==> src/rtl/fetch_sequencer.sv <==
// fetch_sequencer: CPU front end. Owns the PC, fetches each instruction word
// from ROM into the instruction register, then walks it through the
// decode / execute / write-back / jump phases as one-hot strobes that act as
// clock enables for the control unit, ALU and register file.
module fetch_sequencer #(
  parameter int PC_W    = 15,
  parameter int INSTR_W = 16,
  parameter int CNT_W   = 16
) (
  input  logic               clk,
  input  logic               rst,
  input  logic [INSTR_W-1:0] rom_data,
  input  logic               rom_valid,
  input  logic               set_pc,
  input  logic [PC_W-1:0]    jump_target,
  input  logic               halt,
  output logic [PC_W-1:0]    rom_addr,
  output logic               rom_req,
  output logic [INSTR_W-1:0] instr,
  output logic [PC_W-1:0]    pc,
  output logic               fetch_phase,
  output logic               decode_phase,
  output logic               exec_phase,
  output logic               wrbk_phase,
  output logic               jump_phase,
  output logic               halted,
  output logic [CNT_W-1:0]   retired_count
);

  typedef enum logic [2:0] {
    S_FETCH  = 3'd0,
    S_DECODE = 3'd1,
    S_EXEC   = 3'd2,
    S_WRBK   = 3'd3,
    S_JUMP   = 3'd4,
    S_HALTED = 3'd5
  } state_t;

  state_t state, state_nxt;

  // State register plus the architectural state it owns (pc, instr, counter).
  always_ff @(posedge clk) begin
    if (rst) begin
      state         <= S_FETCH;
      pc            <= '0;
      instr         <= '0;
      retired_count <= '0;
    end else begin
      state <= state_nxt;
      // instr only loads on the accepting FETCH edge, so it stays stable
      // from DECODE through the end of JUMP.
      if (state == S_FETCH && rom_valid)
        instr <= rom_data;
      // set_pc / jump_target only matter here; elsewhere they are ignored.
      if (state == S_JUMP) begin
        pc            <= set_pc ? jump_target : pc + PC_W'(1);
        retired_count <= retired_count + CNT_W'(1);
      end
    end
  end

  // Next-state logic and Moore strobe decode; strobes are squashed while rst
  // is high so downstream enables never fire during reset.
  always_comb begin
    state_nxt    = state;
    fetch_phase  = 1'b0;
    decode_phase = 1'b0;
    exec_phase   = 1'b0;
    wrbk_phase   = 1'b0;
    jump_phase   = 1'b0;
    halted       = 1'b0;
    case (state)
      S_FETCH: begin
        fetch_phase = !rst;
        if (rom_valid) state_nxt = S_DECODE;
      end
      S_DECODE: begin
        decode_phase = !rst;
        state_nxt    = S_EXEC;
      end
      S_EXEC: begin
        exec_phase = !rst;
        state_nxt  = S_WRBK;
      end
      S_WRBK: begin
        wrbk_phase = !rst;
        state_nxt  = S_JUMP;
      end
      S_JUMP: begin
        jump_phase = !rst;
        // halt only takes effect at an instruction boundary.
        state_nxt  = halt ? S_HALTED : S_FETCH;
      end
      S_HALTED: begin
        halted = !rst;
        if (!halt) state_nxt = S_FETCH;
      end
      default: state_nxt = S_FETCH;
    endcase
  end

  assign rom_addr = pc;
  assign rom_req  = fetch_phase;

endmodule

==> config.mk <==
export PLATFORM = sky130hd
export DESIGN_NAME = fetch_sequencer
export DESIGN_NICKNAME = d
export VERILOG_FILES = /design/src/rtl/fetch_sequencer.sv
export SDC_FILE = /design/constraint.sdc
export NUM_CORES = 1
export LEC_CHECK = 0
export ABC_AREA = 0
export CORE_ASPECT_RATIO = 1.1
export CORE_MARGIN = 2
export CORE_UTILIZATION = 43
export DETAILED_ROUTE_END_ITERATION = 16
export GPL_TIMING_DRIVEN = 0
export PLACE_DENSITY = 0.85
export SLEW_MARGIN = 10
export SYNTH_ARGS = -nofsm -noshare
export SYNTH_HDL_FRONTEND = slang
export SYNTH_SLANG_ARGS = --single-unit
==> constraint.sdc <==
create_clock -name clk -period 2 [get_ports clk]
set_input_delay 0.4 -clock clk [delete_from_list [all_inputs] [get_ports clk]]
set_output_delay 0.4 -clock clk [all_outputs]
set_load 0.05 [all_outputs]
==> impl_metrics.tcl <==
set metrics [dict create \
    num_io_pins 105 \
    drtIter0Drc 176 \
    netlist.area_leader.share 0.393 \
    busiest_layer "met2" \
    clock_path_buffers 2 \
    fin_ws_ns 0.0290 \
    numCtsBuffers 5 \
    fin_nets 472 \
    p_per_area_nw_per_um2 599 \
    synth_flop_cell "dfxtp_1" \
    ys_seq_area_frac 0.393 \
    min_path_type "reg2reg" \
    synth_top_cell_by_area "dfxtp_1" \
    setup_viol 0 \
    globalRouteOverflowTotal 0 \
    vias_per_cell 5.28 \
    required_ns 1.60 \
    pre_cts_slack_ns -0.684 \
    critPathKind "reg2out" \
    syn2layout_area_growth_pct 51.0 \
    endpoint_kind "output port" \
    drive_above_1_share 0.133 \
    fmax_mhz 507 \
    slew_viol_final 0 \
    worst_pin_slew_ns 0.615 \
    drtAntennaViolNets 0 \
    met3_usage 0.0613 \
    root_buffer "clkbuf_8" \
    placementRows 29 \
    clkSinkCount 50 \
    start_util 0.444 \
    hold_violations 0 \
    slowest_stage "clkdlybuf4s50_1" \
    min_period_ns 1.97 \
    dr.pass1.iters 4 \
    totalPowerFinal_mw 2.30 \
    worst-path-buf-inv 1 \
    cp-start-kind "register" \
    critPathTopFamily "buffers and inverters" \
    num_antenna_cells 0 \
    die_area_um2 6550 \
    drcViolationCount 0 \
    max_cap_viol_count 0 \
    relSlewSlack 0.589 \
    syn_area_per_cell_um2 7.93 \
    coreArea_um2 5730 \
    drt_wl_total_um 7200 \
    netlist_instances 321 \
    ys_top_cells_by_count "nand2_1, dfxtp_1, a21oi_1" \
    vias 2702 \
    cts-htree-levels 2 \
    synth-edff-count 0 \
    grt_max_degree 17 \
    yosys_warnings 0 \
    ys_seq_elements 50 \
    grtUsageTotal 0.215 \
    period_share 0.985 \
    critical_path.max_fanout 5 \
    yosysMostFrequentCell "nand2_1" \
    finClkSkew_ns 0.00542 \
    die_x_um 77.4 \
    clock_latency_ns 0.30 \
    cts_tree "done" \
    use_met2 0.371 \
    portBuffers 103 \
    cts_hold_buf 0 \
    status "finished clean" \
    synthDistinctLibCells 45 \
    async_reset_ff_frac 0 \
    dpl.hpwl_um 5320 \
    wl_per_cell_um 14.1 \
    critPathMaxStageDelay_ns 0.84 \
    clk_pin_slew_ns 0.10 \
    vdd.ir_drop.worst_v 0.000422 \
    synth_area_leaders "dfxtp_1, nand2_1, a21oi_1" \
    grt_first_pass_wirelength_um 11700 \
    grt_pass1_vias 2461 \
    fin_util 0.670 \
    gp_congestion 0.907 \
    synth_area_um2 2540 \
    crit_chain "clkdlybuf4s50_1" \
    cp.arrival_ns 1.57 \
    p_leak_nw 1.73 \
    syn_nets 359 \
    grt_util_met1 0.265 \
    die_h_um 84.7 \
    antenna_found_initial 0 \
    rsz0062_at_grt "no" \
    fin_tns_setup_ns 0 \
]
## registers in the layout (all words and copies together) (netlist names)
| register | cells |
|---|---|
| instr | 16 |
| retired_count | 16 |
| state | 3 |
| pc | 15 |
## metrics by stage
stage	instances	instance area [um2]	hold slack, ns
2_1_floorplan	321	2570	0.536
3_3_place_gp	501	3700	0.440
3_5_place_dp	501	3700	0.447
4_1_cts	509	3790	0.461
5_1_grt	512	3840	0.473
6_report	512	3840	0.458
## cells in the final DEF (no fill, tap or decap), types with 2 or more instances in the layout
cell type	instances
clkdlybuf4s50_1	61
nand2_1	57
dfxtp_1	46
a21oi_1	27
buf_4	21
dlygate4sd2_1	21
nor2_1	19
dlymetal6s2s_1	14
nand4_1	12
buf_2	11
nor3_1	10
clkbuf_1	10
o21ai_0	10
nand3_1	10
a31oi_1	8
xnor2_1	7
o31ai_1	7
nor2b_1	5
mux2i_1	5
clkbuf_8	5
and3_1	4
xor2_1	4
nand3b_1	4
nor4_1	4
clkbuf_2	3
or3_1	3
or4_1	3
a22oi_1	3
dfxtp_2	3
nand2b_1	2
inv_1	2
and2_1	2
and4_1	2
a32o_1	2
a32oi_1	2
ha_1	2
## layer usage
| layer | wire [um] | vias to the layer above |
|---|---|---|
| li1 | - | 1358 |
| met1 | 3070 | 1223 |
| met2 | 3480 | 117 |
| met3 | 630 | 4 |
| met4 | 25 | 0 |
| met5 | 0 | - |
## final timing paths
kind / start / endpoint / slack, ns / cells past startpoint
setup / recovery: retired_count[9] / retired_count[9] / 0.03 / 1
hold / removal: instr[3] / instr[3] / 0.46 / 2
setup reg to reg: pc[5] / pc[14] / 0.17 / 5
hold reg to reg: instr[3] / instr[3] / 0.46 / 2
## cell families (layout without fill, tap and decap cells)
family / after synthesis / after routing / share of synthesized area
AO/OA/AOI/OAI: 65 / 65 / 0.157
buffers and inverters: 41 / 155 / 0.0900
adder cells (fa/ha/maj): 2 / 2 / 0.00983
multiplexers: 6 / 6 / 0.0241
flip-flops: 50 / 50 / 0.393
XOR/XNOR: 11 / 11 / 0.0379
AND/OR/NAND/NOR: 146 / 146 / 0.288
## timing repair
action / CTS / global route
hold endpoints to repair: 0 / 0
setup endpoints to repair: 28 / 24
buffers inserted: 0 / 5
pin swaps: 0 / 2
resized for setup: 56 / 32
## where the power goes
part           switching [mW]  internal (mW)  leakage (nW)
Combinational           0.309          0.195          1.27
Sequential             0.0332           1.03         0.408
Clock                   0.355          0.376        0.0585
Total                   0.698           1.60          1.73
## area by class of cell
| class | instances | area [um2] |
|---|---|---|
| Clock inverter | 3 | 43.8 |
| Tap cell | 77 | 96.3 |
| Clock buffer | 5 | 68.8 |
| Timing Repair Buffer | 108 | 1060 |
| Buffer | 37 | 218 |
| Sequential cell | 50 | 1010 |
| Multi-Input combinational cell | 230 | 1340 |
| Fill cell | 522 | 1890 |
| Inverter | 2 | 7.51 |
No activity file was read; power rests on OpenSTA's default activity.
